--- src/rtl/regfile_dump_reader_if.sv ---
// Output stream of the register-file dump reader: one word per valid/ready handshake,
// tagged with the register index and a last-word marker.
interface regfile_dump_reader_if #(
    parameter int ADDR_W = 5,
    parameter int DATA_W = 32
);
    logic              out_valid;
    logic              out_ready;
    logic [DATA_W-1:0] out_data;
    logic [ADDR_W-1:0] out_index;
    logic              out_last;

    modport master (
        output out_valid,
        input  out_ready,
        output out_data,
        output out_index,
        output out_last
    );

    modport slave (
        input  out_valid,
        output out_ready,
        input  out_data,
        input  out_index,
        input  out_last
    );
endinterface

--- src/rtl/regfile_dump_reader.sv ---
// Walks register addresses 0..NUM_REGS-1 through a combinational read port and streams each value.
// Optional feature macro REGDUMP_CHECKSUM_EN appends an XOR checksum word after the last register.
module regfile_dump_reader #(
    parameter int NUM_REGS = 32,
    parameter int ADDR_W   = 5,
    parameter int DATA_W   = 32
) (
    input  logic                  clk,
    input  logic                  rst,
    input  logic                  start,
    output logic                  busy,
    output logic                  done,
    output logic [ADDR_W-1:0]     rf_addr,
    input  logic [DATA_W-1:0]     rf_rdata,
    regfile_dump_reader_if.master out
);

    localparam logic [ADDR_W-1:0] LAST_IDX = ADDR_W'(NUM_REGS - 1);

`ifdef REGDUMP_CHECKSUM_EN
    typedef enum logic [2:0] {S_IDLE, S_READ, S_SEND, S_FIN, S_CSUM} state_t;
`else
    typedef enum logic [1:0] {S_IDLE, S_READ, S_SEND, S_FIN} state_t;
`endif

    state_t              state_q, state_d;
    logic [ADDR_W-1:0]   idx_q, idx_d;
    logic [ADDR_W-1:0]   rf_addr_q, rf_addr_d;
    logic                busy_q, busy_d;
    logic                done_q, done_d;
    logic                valid_q, valid_d;
    logic [DATA_W-1:0]   data_q, data_d;
    logic [ADDR_W-1:0]   index_q, index_d;
    logic                last_q, last_d;
`ifdef REGDUMP_CHECKSUM_EN
    logic [DATA_W-1:0]   csum_q, csum_d;
`endif

    always_comb begin
        state_d   = state_q;
        idx_d     = idx_q;
        rf_addr_d = rf_addr_q;
        busy_d    = busy_q;
        done_d    = 1'b0;
        valid_d   = valid_q;
        data_d    = data_q;
        index_d   = index_q;
        last_d    = last_q;
`ifdef REGDUMP_CHECKSUM_EN
        csum_d    = csum_q;
`endif
        case (state_q)
            // A start coinciding with the done pulse is dropped; only a quiet IDLE accepts it.
            S_IDLE: begin
                if (start && !done_q) begin
                    idx_d     = '0;
                    rf_addr_d = '0;
                    busy_d    = 1'b1;
                    state_d   = S_READ;
`ifdef REGDUMP_CHECKSUM_EN
                    csum_d    = '0;
`endif
                end
            end
            S_READ: begin
                data_d  = rf_rdata;
                index_d = idx_q;
                valid_d = 1'b1;
                state_d = S_SEND;
`ifdef REGDUMP_CHECKSUM_EN
                last_d  = 1'b0;
                csum_d  = csum_q ^ rf_rdata;
`else
                last_d  = (idx_q == LAST_IDX);
`endif
            end
            S_SEND: begin
                if (valid_q && out.out_ready) begin
                    valid_d = 1'b0;
                    if (last_q) begin
                        state_d = S_FIN;
`ifdef REGDUMP_CHECKSUM_EN
                    end else if (idx_q == LAST_IDX) begin
                        state_d = S_CSUM;
`endif
                    end else begin
                        idx_d     = idx_q + 1'b1;
                        rf_addr_d = idx_q + 1'b1;
                        state_d   = S_READ;
                    end
                end
            end
`ifdef REGDUMP_CHECKSUM_EN
            S_CSUM: begin
                data_d  = csum_q;
                index_d = '0;
                last_d  = 1'b1;
                valid_d = 1'b1;
                state_d = S_SEND;
            end
`endif
            S_FIN: begin
                done_d    = 1'b1;
                busy_d    = 1'b0;
                rf_addr_d = '0;
                state_d   = S_IDLE;
            end
            default: state_d = S_IDLE;
        endcase
    end

    always_ff @(posedge clk) begin
        if (rst) begin
            state_q   <= S_IDLE;
            idx_q     <= '0;
            rf_addr_q <= '0;
            busy_q    <= 1'b0;
            done_q    <= 1'b0;
            valid_q   <= 1'b0;
            data_q    <= '0;
            index_q   <= '0;
            last_q    <= 1'b0;
`ifdef REGDUMP_CHECKSUM_EN
            csum_q    <= '0;
`endif
        end else begin
            state_q   <= state_d;
            idx_q     <= idx_d;
            rf_addr_q <= rf_addr_d;
            busy_q    <= busy_d;
            done_q    <= done_d;
            valid_q   <= valid_d;
            data_q    <= data_d;
            index_q   <= index_d;
            last_q    <= last_d;
`ifdef REGDUMP_CHECKSUM_EN
            csum_q    <= csum_d;
`endif
        end
    end

    assign busy          = busy_q;
    assign done          = done_q;
    assign rf_addr       = rf_addr_q;
    assign out.out_valid = valid_q;
    assign out.out_data  = data_q;
    assign out.out_index = index_q;
    assign out.out_last  = last_q;

endmodule
--- src/flat_wrapper.sv ---
// flat-port wrapper written by rule: the top's interface ports become plain ports
module regfile_dump_reader_flat 
#(
    parameter int NUM_REGS = 32,
    parameter int ADDR_W   = 5,
    parameter int DATA_W   = 32
)
  (clk, rst, start, busy, done, rf_addr, rf_rdata, out_out_valid, out_out_ready, out_out_data, out_out_index, out_out_last);
  regfile_dump_reader_if #(.ADDR_W(ADDR_W), .DATA_W(DATA_W)) out_i ();
  input  logic clk;
  input  logic rst;
  input  logic start;
  output logic busy;
  output logic done;
  output logic [ADDR_W-1:0] rf_addr;
  input  logic [DATA_W-1:0] rf_rdata;
  output wire logic [$bits(out_i.out_valid)-1:0] out_out_valid;
  input wire logic [$bits(out_i.out_ready)-1:0] out_out_ready;
  output wire logic [$bits(out_i.out_data)-1:0] out_out_data;
  output wire logic [$bits(out_i.out_index)-1:0] out_out_index;
  output wire logic [$bits(out_i.out_last)-1:0] out_out_last;
  assign out_out_valid = out_i.out_valid;
  assign out_i.out_ready = out_out_ready;
  assign out_out_data = out_i.out_data;
  assign out_out_index = out_i.out_index;
  assign out_out_last = out_i.out_last;
  regfile_dump_reader #(.NUM_REGS(NUM_REGS), .ADDR_W(ADDR_W), .DATA_W(DATA_W)) u_core (.clk(clk), .rst(rst), .start(start), .busy(busy), .done(done), .rf_addr(rf_addr), .rf_rdata(rf_rdata), .out(out_i));
endmodule
--- config.mk ---
export PLATFORM = sky130hd
export DESIGN_NAME = regfile_dump_reader_flat
export DESIGN_NICKNAME = d
export VERILOG_FILES = /design/src/rtl/regfile_dump_reader_if.sv /design/src/rtl/regfile_dump_reader.sv /design/src/flat_wrapper.sv
export SDC_FILE = /design/constraint.sdc
export NUM_CORES = 1
export LEC_CHECK = 0
export CAP_MARGIN = 20
export CORE_UTILIZATION = 40
export CTS_BUF_LIST = sky130_fd_sc_hd__clkbuf_8
export CTS_CLUSTER_SIZE = 14
export DETAILED_ROUTE_END_ITERATION = 12
export GPL_TIMING_DRIVEN = 0
export PLACE_DENSITY = 0.78
export SLEW_MARGIN = 20
export SYNTH_ARGS = -nofsm -noshare
export SYNTH_HDL_FRONTEND = slang
export SYNTH_SLANG_ARGS = --single-unit
--- constraint.sdc ---
create_clock -name clk -period 1.4 [get_ports clk]
set_input_delay 0.21 -clock clk [delete_from_list [all_inputs] [get_ports clk]]
set_output_delay 0.21 -clock clk [all_outputs]
set_load 0.05 [all_outputs]
# == Yosys cells after proc, flatten, opt, wreduce, memory -nomap -nowiden ==
# Index checks and enable logic that the tools add are counted.
# word_totals
regBits,53
input_bits,36
output_inout_bits,46
wordCells,44
# op_classes
add_sub_neg,1
n_eq_ne,7
n_mux,14
reduce_logical,13
# ops
cell,count
$mux 5,3
$pmux 5 s3,1
$pmux 5 s2,1
$pmux 2 s4,1
$reduce_and 4->1,2
$mux 2,3
$reduce_and 2->1,3
$reduce_bool 2->1,3
$add 5x1->5 const B,1
$eq 5x5->1 const B,1
$eq 2x2->1 const B,2
$ne 2x1->1 const B,2
$pmux 1 s2,2
$mux 1,3
$reduce_bool 3->1,1
$eq 2x1->1 const B,1
$logic_and 1x1->1,2
$logic_not 2->1,1
$ne 2x2->1 const B,1
$logic_not 1->1,1

# == Logic depth before layout (Yosys ltp) ==
# Gate-level depths: netlist of the first run.
# logic_depth
ltp_word,4
mapped_depth,5

# == Worst setup path after synthesis of the first run ==
# No wires, ideal clock.
# synth_path
path_kind,reg-to-reg
from,"register u_core.last_q, in the netlist u_core.out.out_last"
to,register u_core.idx_q[2]
t_arrival_ns,1.436
path_slack_ns,-0.170
path_stages_with_launch,6
synth_period_minus_slack_ns,1.570
cell_sequence,dfxtp_1 > clkbuf_1 > and3b_1 > clkbuf_1 > a31oi_1 > a311oi_1
# synth_between
elab_chain_cells,2
# synth_lines
element,line,source
from (decl),regfile_dump_reader.sv:34,"logic last_q, last_d;"
from (signal assigned),regfile_dump_reader.sv:135,last_q <= last_d;
$ne 2x2->1 (no line),n/a,
$reduce_and 4->1 (no line),n/a,
to (signal assigned),regfile_dump_reader.sv:128,idx_q <= idx_d;
to (decl),regfile_dump_reader.sv:27,"logic [ADDR_W-1:0] idx_q, idx_d;"
# Every way passes these cells.
# A chain may end at the register's enable or synchronous reset.

# == Final worst setup path of the first run ==
# layout_path
from,register u_core.state_q[0]
to,"register u_core.rf_addr_q[3], in the netlist u_core.rf_addr[3]"
# layout_between
elab_chain_cells,3
elab_cells_between_ends,9
cone_classes,5 x eq/ne; 1 x mux; 3 x reduce/logical
# layout_lines
element,line,source
from (decl),regfile_dump_reader.sv:26,"state_t state_q, state_d;"
from (signal assigned),regfile_dump_reader.sv:127,state_q <= state_d;
$eq 2x2->1 or $logic_not 2->1 (tied branches),regfile_dump_reader.sv:52,case (state_q)
$ne 2x2->1 (no line) (tied with other cells),n/a,
$reduce_and 4->1 (no line),n/a,
to (signal assigned),regfile_dump_reader.sv:129,rf_addr_q <= rf_addr_d;
to (decl),regfile_dump_reader.sv:28,"logic [ADDR_W-1:0] rf_addr_q, rf_addr_d;"
# Several ways; a longest one is shown, not always the timed one.

==> results by group, run 1 <==
Status
  • Status: complete, but fails checks
  • Failing checks: setup timing

Setup path
  • Critical Path Sink Type: register
  • Critical Path RT: between 1.5 and 2 ns
  • Crit-path max FO: 8
  • CP Launch Point: u_core.state_q[0]$_SDFFE_PP0P_
  • Reg2Reg Setup Slack: -0.03 ns
  • Critical R2R Launch: u_core.state_q[0]$_SDFFE_PP0P_
  • Crit path launch type: register
  • Critical path class: reg -> reg
  • Worst endpoint data arrival time: approximately 1.7 ns
  • CP max-delay cell: or4b_4
  • Worst-path cell chain: or4b_4, a221o_1, o21ai_1
  • CP max stage delay: ~0.53 ns

STA
  • Period utilization: 1.02
  • WHS: roughly 0.37 ns
  • Max-Slew Margin vs Limit: 0.659
  • Final Skew: approximately 0.0043 ns
  • Setup violators final: 2
  • Final setup margin: -0.0315 ns
  • RSZ-0062 raised after global routing: yes
  • Fmax: around 700 MHz
  • Final Critical Period: between 1 and 1.5 ns
  • Final Hold Viols: 0
  • Slew Viols, Final: 0
  • Worst Tran Pin Value: 0.514 ns

Power
  • Power Density: between 1000 and 1500 mW/mm^2
  • Power share of the clock group: 0.283
  • Logic pwr share: 0.191
  • Sequential Power Share: 0.526
  • Switching share of total power: 0.288
  • Pleak: about 0.0011 uW
  • Worst VDD drop: 0.000709 V
  • Cell Int Power: about 2200 uW
  • Sw Pwr: 873 uW

GRT
  • First-pass GRT wire length: 8290 um
  • Tot GR Track Use: 0.201
  • Initial antenna violation count: 0
  • Vias in the first global route: about 1.9k
  • Largest net degree at the start of global routing: 16
  • Congestion Overflow GR: 0

Hold path
  • HP Class: in -> reg
  • Startpoint of the lowest-slack hold path: rst

Job
  • Total of max-cap violations: 0

Floorplanning
  • Die ar.: ~0.0053 mm^2
  • Initial Util: 0.421
  • Placement row count: 25
  • I/O pin count: 82
  • Core area: around 0.0048 mm^2
  • Chip height: slightly above 70 um
  • Die W: roughly 73 um

Clock network
  • CTS Buf Count: 5
  • CTS sink cnt: 53
  • CTS tree: built
  • Latest clock arrival within the worst-skew pair: a little over 0.3 ns
  • Clock-pin slew on the worst setup and hold paths: around 0.09 ns
  • Clock buffer depth: 2
  • Root buf cell: clkbuf_8
  • CTS H-tree lvls: 2
  • Cts hold-fix bufs: 0

Finish
  • Antenna Cells: 0
  • Final non-filler cell total: between 400 and 500
  • Fin nets: 373
  • Area growth from synthesis to final layout: 47.5%
  • Ratio of cells with drive above 1 in the final layout: 0.152

Synthesis
  • Synth cell types: 31
  • Synth area leader: dfxtp_1
  • Top FF cell, synth: dfxtp_1
  • Ys async rst share: 0
  • Post-synthesis cell area: 0.00200 mm^2
  • Syn. warnings: 0
  • Post-Syn Area per Cell: between 8 and 9 um^2
  • Sequential fraction of the synthesis area: 0.530
  • Number of synthesized flops with an enable pin: 0
  • Largest cells by area after synthesis: dfxtp_1, nand2_1, a21oi_1, clkbuf_1, nand3_1
  • Post-Syn Nets: between 200 and 300
  • Cell count after synthesis: 246
  • Seq cells post-synth: 53
  • Synth top area share: 0.530

Placed design
  • DP HPWL: 3430 um
  • Placed Cells: slightly below 400
  • I/O Buffers: 80
  • RD Place Congestion: ~0.9

Drt
  • Via/cell ratio: ~4.8
  • Initial DRC Count: 87
  • # DRC: 0
  • ANT nets after route: 0
  • Routed wire length: 4790 um
  • Avg WL per Cell: between 10 and 15 um
  • Via count: about 1.9k
  • Length of the first detailed-routing pass in iterations: 4
==> kinds of logic (layout without fill, tap and decap cells) <==
family / after synthesis / count (layout) / synth area share
buffers and inverters: 21 / 111 / 0.0444
XOR/XNOR: 1 / 1 / 0.00438
AND/OR/NAND/NOR: 111 / 111 / 0.248
adder cells (fa/ha/maj): 2 / 2 / 0.0125
flip-flops: 53 / 53 / 0.530
AO/OA/AOI/OAI: 57 / 57 / 0.155
multiplexers: 1 / 1 / 0.00500
==> sequential cells by signal, summed over array words and instances (netlist names) <==
register and cells:
u_core.busy 1, u_core.done 1, u_core.idx_q 5, u_core.out.out_data 32, u_core.out.out_index 5, u_core.out.out_last 1
u_core.out.out_valid 1, u_core.rf_addr 5, u_core.state_q 2
==> cells in the final DEF, fill, tap and decap left out, types with 3 or more instances in the layout <==
| cell type | count |
|---|---|
| nand2_1 | 82 |
| nor2b_1 | 3 |
| dfxtp_4 | 5 |
| nand4_1 | 3 |
| nor2_1 | 3 |
| dfxtp_1 | 46 |
| clkdlybuf4s50_1 | 34 |
| clkbuf_8 | 6 |
| clkdlybuf4s15_1 | 25 |
| clkbuf_2 | 25 |
| a21oi_1 | 44 |
| inv_1 | 4 |
| buf_2 | 3 |
| clkbuf_1 | 8 |
| nand3_1 | 8 |
| a31oi_1 | 3 |
==> through the flow <==
stage	total power (uW)	instance area, um^2	TNS, ns	setup slack, ns	util
finish	3030	2950	-0.0467	-0.0315	0.621
global route	3170	2950	-0.202	-0.0796	0.621
floorplan	1990	2010	-0.0137	-0.0137	-
global placement	2240	2890	-2.78	-0.279	0.608
CTS	3070	2970	-0.0636	-0.0317	0.624
detailed placement	2240	2890	-2.97	-0.281	0.608
==> timing repair <==
action | CTS | global route
cloned | 1 | 0
setup buffers | 0 | 2
pin swaps | 1 | 1
setup endpoints to repair | 81 | 75
resized for setup | 72 | 65
==> cells in the mapped netlist (3+ instances only) <==
library cell and instances:
nor2_1 3, clkbuf_1 14, nor2b_1 3, a31oi_1 3, nand3_1 9, nand4_1 3
nand2_1 82, a21oi_1 44, dfxtp_1 53
==> worst paths after layout <==
path	cells past startpoint	to
hold / removal	2	u_core.idx_q[0]$_SDFFE_PP0P_
hold reg to reg	2	u_core.out.out_data[17]$_SDFFE_PP0P_
setup / recovery	3	u_core.rf_addr[3]$_SDFFE_PP0P_
setup reg to reg	3	u_core.rf_addr[3]$_SDFFE_PP0P_
==> critical path: cells and delay by family, from the launching register on <==
family           cells  cell delay [ns]
AO/OA/AOI/OAI        2             0.46
flip-flops           1             0.38
AND/OR/NAND/NOR      1             0.53
==> layout make-up <==
type / instances / area [um^2]
fill: 471 / 1800
clock inverter: 2 / 7.51
tap: 67 / 83.8
timing repair buffer: 83 / 719
inverter: 2 / 7.51
buffer: 18 / 91.3
multi-input combinational: 172 / 877
clock buffer: 6 / 82.6
sequential: 53 / 1080
==> metal layers <==
layer | share of wire | wire [um] | global-route usage | up-vias
met5 | 0 | 0 | 0 | -
li1 | - | - | - | 1003
met3 | 0.080 | 384 | 0.0843 | 9
met1 | 0.43 | 2050 | 0.225 | 856
met2 | 0.47 | 2270 | 0.341 | 66
met4 | 0.018 | 84 | 0.0741 | 0
==> power groups by stage <==
| stage | Clock, uW | Sequential, uW | Combinational (uW) |
|---|---|---|---|
| finish | 858 | 1590 | 578 |
| global route | 941 | 1600 | 626 |
| CTS | 894 | 1600 | 582 |
| global placement | 0 | 1630 | 605 |
| floorplan | 0 | 1820 | 176 |
| detailed placement | 0 | 1630 | 607 |
No activity file was read; power rests on OpenSTA's default activity.
==> run 2, diff against run 1 <==
- CORE_MARGIN: unset -> 5
==> run 2 against run 1 <==
Compared with the run above:
- the run still ends with setup timing left
- register-to-register slack improved by 0.02 ns
- clock-buffer cell count decreased by 1
- core utilization decreased by 1.7 points
- highest routed layer unchanged
- die area increased by 23%
- sequential share of layout area increased by 0.60 points
- sequential power about the same
- clock power increased by 17%
- clock skew increased by 0.00076 ns
- hold slack got worse by 0.0091 ns
==> results by group, run 2 (synthesis gave the netlist of run 1 again) <==
Floorplanning
  • I/O pin count: 82
  • Initial Util: 0.418
  • Placement row count: 25
  • Chip height: around 81 um
  • Core area: around 0.0048 mm^2
  • Die W: 80.7 um
  • Die ar.: 0.00652 mm^2

Setup path
  • Crit path launch type: register
  • Largest delay share family, worst path: simple AND/OR/NAND/NOR gates
  • Critical Path Sink Type: register
  • Crit-path max FO: 8
  • WP buf/inv: 0
  • Worst endpoint data arrival time: 1.65 ns
  • CP max-delay cell: or4b_4
  • Worst-path cell chain: or4b_4, a221o_1, o21ai_1
  • CP max stage delay: between 0.5 and 0.6 ns
  • Critical path class: reg -> reg
  • Critical Path RT: ~1.6 ns

Power
  • Power Density: approximately 1100 mW/mm^2
  • Worst VDD drop: roughly 0.00066 V
  • Pleak: ~0.0012 uW

STA
  • RSZ-0062 raised after global routing: yes
  • Final setup margin: -0.0147 ns
  • Setup violators final: 2
  • Setup TNS: -0.0167 ns
  • Worst Tran Pin Value: between 0.4 and 0.5 ns
  • Period utilization: 1.01
  • Fmax: between 700 and 800 MHz
  • Slew Viols, Final: 0
  • WHS: between 0.3 and 0.4 ns
  • Final Hold Viols: 0
  • Max-Slew Margin vs Limit: 0.671
  • Final Critical Period: between 1 and 1.5 ns
  • Final Skew: approximately 0.0050 ns

Clock network
  • CTS sink cnt: 53
  • Latest clock arrival within the worst-skew pair: approximately 0.3 ns
  • Root buf cell: clkbuf_8
  • CTS H-tree lvls: 2
  • CTS tree: built
  • CTS Buf Count: 5
  • Clock-pin slew on the worst setup and hold paths: around 0.090 ns
  • Clock buffer depth: 2

Placed design
  • Placed Cells: 393
  • RD Place Congestion: slightly above 0.8
  • DP HPWL: 3760 um
  • I/O Buffers: 80

Finish
  • Area growth from synthesis to final layout: 44.5%
  • Final core occ: 0.604
  • Ratio of cells with drive above 1 in the final layout: 0.218
  • Most common cell after layout, fill and taps aside: nand2_1
  • Max reg flops: 32
  • Fillcell total: 475
  • Fin nets: 373
  • Antenna Cells: 0
  • Most frequent cells in the layout: nand2_1, dfxtp_1, a21oi_1
  • Final non-filler cell total: roughly 400

Job
  • Total of max-cap violations: 0

Drt
  • Length of the first detailed-routing pass in iterations: 5
  • Initial DRC Count: approximately 120
  • Avg WL per Cell: 13.3 um
  • ANT nets after route: 0
  • Via count: 1,966
  • # DRC: 0
  • Via/cell ratio: between 4 and 5
  • Routed wire length: 5350 um

GRT
  • First-pass GRT wire length: about 8700 um
  • Congestion Overflow GR: 0
  • Vias in the first global route: around 1.9k
  • Largest net degree at the start of global routing: 16
  • Initial antenna violation count: 0
  • Tot GR Track Use: 0.171

Status
  • Failing checks: setup timing
  • Status: complete, but fails checks

Hold path
  • HP Class: in -> reg
[run 2: cell type report]
| class | instances | area [um^2] | share of cell area |
|---|---|---|---|
| Sequential cell | 53 | 1080 | 0.373 |
| Multi-Input combinational cell | 172 | 882 | 0.305 |
| Timing Repair Buffer | 83 | 637 | 0.220 |
| Buffer | 18 | 98.8 | 0.0342 |
| Tap cell | 67 | 83.8 | 0.0290 |
| Clock buffer | 5 | 68.8 | 0.0238 |
| Clock inverter | 2 | 35.0 | 0.0121 |
| Inverter | 2 | 7.51 | 0.00260 |
[run 2: what timing repair did]
action                                  in CTS  in global routing
setup buffers                                2                  0
pin swaps                                    1                  1
endpoints found under the setup margin      74                 80
gates resized for setup                     76                 87
cloned                                       1                  0
hold buffers                                 0                  0
[run 2: worst paths after layout]
check | slack [ns] | startpoint | cells past startpoint | to
max | -0.01 | u_core.state_q[0]$_SDFFE_PP0P_ | 3 | u_core.rf_addr[3]$_SDFFE_PP0P_
min | 0.36 | rst | 2 | u_core.idx_q[0]$_SDFFE_PP0P_
max reg2reg | -0.01 | u_core.state_q[0]$_SDFFE_PP0P_ | 3 | u_core.rf_addr[3]$_SDFFE_PP0P_
min reg2reg | 0.46 | u_core.out.out_data[31]$_SDFFE_PP0P_ | 2 | u_core.out.out_data[31]$_SDFFE_PP0P_
[run 2: stage by stage]
| stage | cell area, um^2 | total power [uW] | setup slack [ns] |
|---|---|---|---|
| final | 2890 | 3180 | -0.0147 |
| after global routing | 2890 | 3350 | -0.0725 |
| after CTS | 3000 | 3230 | -0.0202 |
| after detailed placement | 2890 | 2240 | -0.302 |
| after global placement | 2890 | 2240 | -0.310 |
| after floorplan | 2010 | 1990 | -0.0137 |
[run 2: report_power, final]
group | total (uW) | leakage, uW | internal, uW | switching (uW)
clock network | 1000 | 0.0000540 | 520 | 481
logic | 586 | 0.000663 | 211 | 376
registers | 1600 | 0.000435 | 1560 | 34.9
total | 3180 | 0.00115 | 2290 | 891
[run 2: per-layer routing]
metal	global-route usage	up-vias	share of wire
li1	-	1001	-
met4	0.0456	0	0.0067
met1	0.199	892	0.43
met2	0.281	69	0.46
met5	0	-	0
met3	0.0818	4	0.099
[run 2: worst register-to-register path: cells and delay by family (launching register included)]
| family | cells | cell delay (ns) |
|---|---|---|
| flops | 1 | 0.37 |
| compound gates | 2 | 0.44 |
| simple gates | 1 | 0.53 |
==> run 3, diff against run 2 <==
- PLACE_DENSITY: 0.78 -> 0.81
==> run 3 against run 2 <==
Compared with the run above:
- the run still ends with setup timing left
- non-clock buffer count grew 5
- final cell count grew 1.5%
- sequential power is essentially flat
- via count grew 1.5%
- core utilization grew 2.1 points
- clock power shrank 22%
- cell area grew 3.4%
- wire length grew 2.0%
- clock skew is essentially flat
- combinational power grew 2%
- first-iteration DRC count shrank 19%
- critical path type unchanged
- critical endpoint unchanged
- largest cell class unchanged
==> results by group, run 3 (synthesis gave the netlist of run 1 again) <==
Power
  • Logic pwr share: 0.201
  • Sw Pwr: ~860 uW
  • Cell Int Power: around 2100 uW
  • Power share of the clock group: 0.263
  • Sequential Power Share: 0.536
  • Final Total Pwr: ~3000 uW
  • Power Density: 996 mW/mm^2
  • Pleak: ~0.0012 uW
  • Worst VDD drop: 0.000727 V
  • Switching share of total power: 0.289

STA
  • Setup violators final: 2
  • Slew Viols, Final: 0
  • Max-Slew Margin vs Limit: 0.663
  • Final Critical Period: between 1 and 1.5 ns
  • Worst Tran Pin Value: slightly above 0.5 ns
  • RSZ-0062 raised after global routing: yes
  • Final Hold Viols: 0
  • Final Skew: 0.00549 ns
  • Final setup margin: -0.0459 ns
  • Fmax: around 700 MHz
  • Period utilization: 1.03

Floorplanning
  • Initial Util: 0.418
  • Die W: a little over 80 um
  • Placement row count: 25
  • I/O pin count: 82
  • Die ar.: between 0.006 and 0.007 mm^2
  • Chip height: between 80 and 90 um
  • Core area: 0.00479 mm^2

GRT
  • Largest net degree at the start of global routing: 15
  • First-pass GRT wire length: roughly 8600 um
  • Congestion Overflow GR: 0
  • Tot GR Track Use: 0.166
  • Vias in the first global route: 1,955
  • Initial antenna violation count: 0

Drt
  • # DRC: 0
  • Routed wire length: approximately 5500 um
  • ANT nets after route: 0
  • Initial DRC Count: 96
  • Length of the first detailed-routing pass in iterations: 4
  • Via/cell ratio: approximately 4.9
  • Avg WL per Cell: 13.4 um
  • Via count: 1,995

Setup path
  • Crit path launch type: register
  • Critical Path Sink Type: register
  • CP max stage delay: roughly 0.55 ns
  • CP max-delay cell: or4b_4
  • Crit-path max FO: 4
  • Worst-path cell chain: or4b_4, a221o_1, o21ai_1
  • Worst endpoint data arrival time: 1.67 ns
  • Worst Reg2Reg Path Length in Cells: 3
  • Critical path class: reg -> reg
  • Critical Path RT: 1.62 ns

Clock network
  • Clock buffer depth: 2
  • CTS sink cnt: 53
  • Root buf cell: clkbuf_8
  • CTS H-tree lvls: 2
  • CTS Buf Count: 5
  • Clock-pin slew on the worst setup and hold paths: 0.09 ns
  • Latest clock arrival within the worst-skew pair: roughly 0.29 ns
  • CTS tree: built
  • Cts hold-fix bufs: 0

Hold path
  • HP Class: in -> reg
  • Worst Hold Path Cells: 2

Placed design
  • Placed Cells: a little under 400
  • I/O Buffers: 80
  • RD Place Congestion: between 0.8 and 0.9
  • DP HPWL: between 3000 and 4000 um

Finish
  • Ratio of cells with drive above 1 in the final layout: 0.161
  • Area growth from synthesis to final layout: 49.4%
  • Most common cell after layout, fill and taps aside: nand2_1
  • Fin nets: 378
  • Max reg flops: 32
  • Most frequent cells in the layout: nand2_1, dfxtp_1, a21oi_1
  • Antenna Cells: 0
  • Final non-filler cell total: a little over 400

Status
  • Status: complete, but fails checks
  • Failing checks: setup timing

Job
  • Total of max-cap violations: 0
[run 3: cell count changes in the layout (fill, tap and decap cells not counted)]
cell	change
dlygate4sd2_1	+6
bufinv_16	-1
clkbuf_2	-21
buf_2	-1
nand3_1	+1
nand3_2	-1
clkbuf_4	+1
nor2b_2	+1
buf_4	+5
nor2b_1	-1
inv_1	+3
clkbuf_1	+2
clkdlybuf4s15_1	+13
clkinv_2	-1
[run 3: path summary, 6_finish.rpt]
kind | from | endpoint | slack [ns]
max | u_core.state_q[1]$_SDFFE_PP0P_ | u_core.rf_addr[3]$_SDFFE_PP0P_ | -0.05
min | rst | u_core.idx_q[0]$_SDFFE_PP0P_ | 0.39
max reg2reg | u_core.state_q[1]$_SDFFE_PP0P_ | u_core.rf_addr[3]$_SDFFE_PP0P_ | -0.05
min reg2reg | u_core.out.out_data[30]$_SDFFE_PP0P_ | u_core.out.out_data[30]$_SDFFE_PP0P_ | 0.45
[run 3: layout make-up]
class                      instances  area [um^2]
fill                             437         1800
inverter                           2         7.51
tap                               67         83.8
timing repair buffer              88          762
buffer                            18         98.8
clock buffer                       5         68.8
multi-input combinational        172          880
clock inverter                     3         11.3
sequential                        53         1080
[run 3: what timing repair did]
item / CTS / global route
resized for setup: 63 / 72
endpoints found under the hold margin: 0 / 0
setup endpoints to repair: 80 / 70
pin swaps: 1 / 3
buffers inserted: 2 / 5
cloned: 1 / 0
[run 3: per-layer routing]
layer  wire length [um]  up-vias  GRT usage
met2               2710       82      0.294
li1                   -     1012          -
met5                  0        -          0
met3                576        4     0.0740
met4                 33        0     0.0304
met1               2140      897      0.186
[run 3: power by group through the flow]
stage | sequential, uW | combinational, uW | clock, uW
2_1_floorplan | 1820 | 176 | 0
3_3_place_gp | 1630 | 609 | 0
4_1_cts | 1600 | 594 | 809
3_5_place_dp | 1630 | 613 | 0
6_report | 1600 | 598 | 782
5_1_grt | 1610 | 643 | 878
[run 3: worst max-delay path: cells and delay by family, from the launching register on]
kind	cells	cell delay (ns)
simple gates	1	0.55
compound gates	2	0.49
flops	1	0.34
[run 3: stage by stage]
stage                     setup TNS, ns  setup slack [ns]   util  instance area, um^2  hold WS (ns)
final                           -0.0824           -0.0459  0.625                 2990         0.390
after global placement            -2.75            -0.273  0.604                 2890         0.440
after CTS                       -0.0598           -0.0341  0.617                 2950         0.413
after detailed placement          -3.33            -0.293  0.604                 2890         0.448
after global routing             -0.264           -0.0957  0.625                 2990         0.448
after floorplan                 -0.0137           -0.0137      -                 2010         0.298
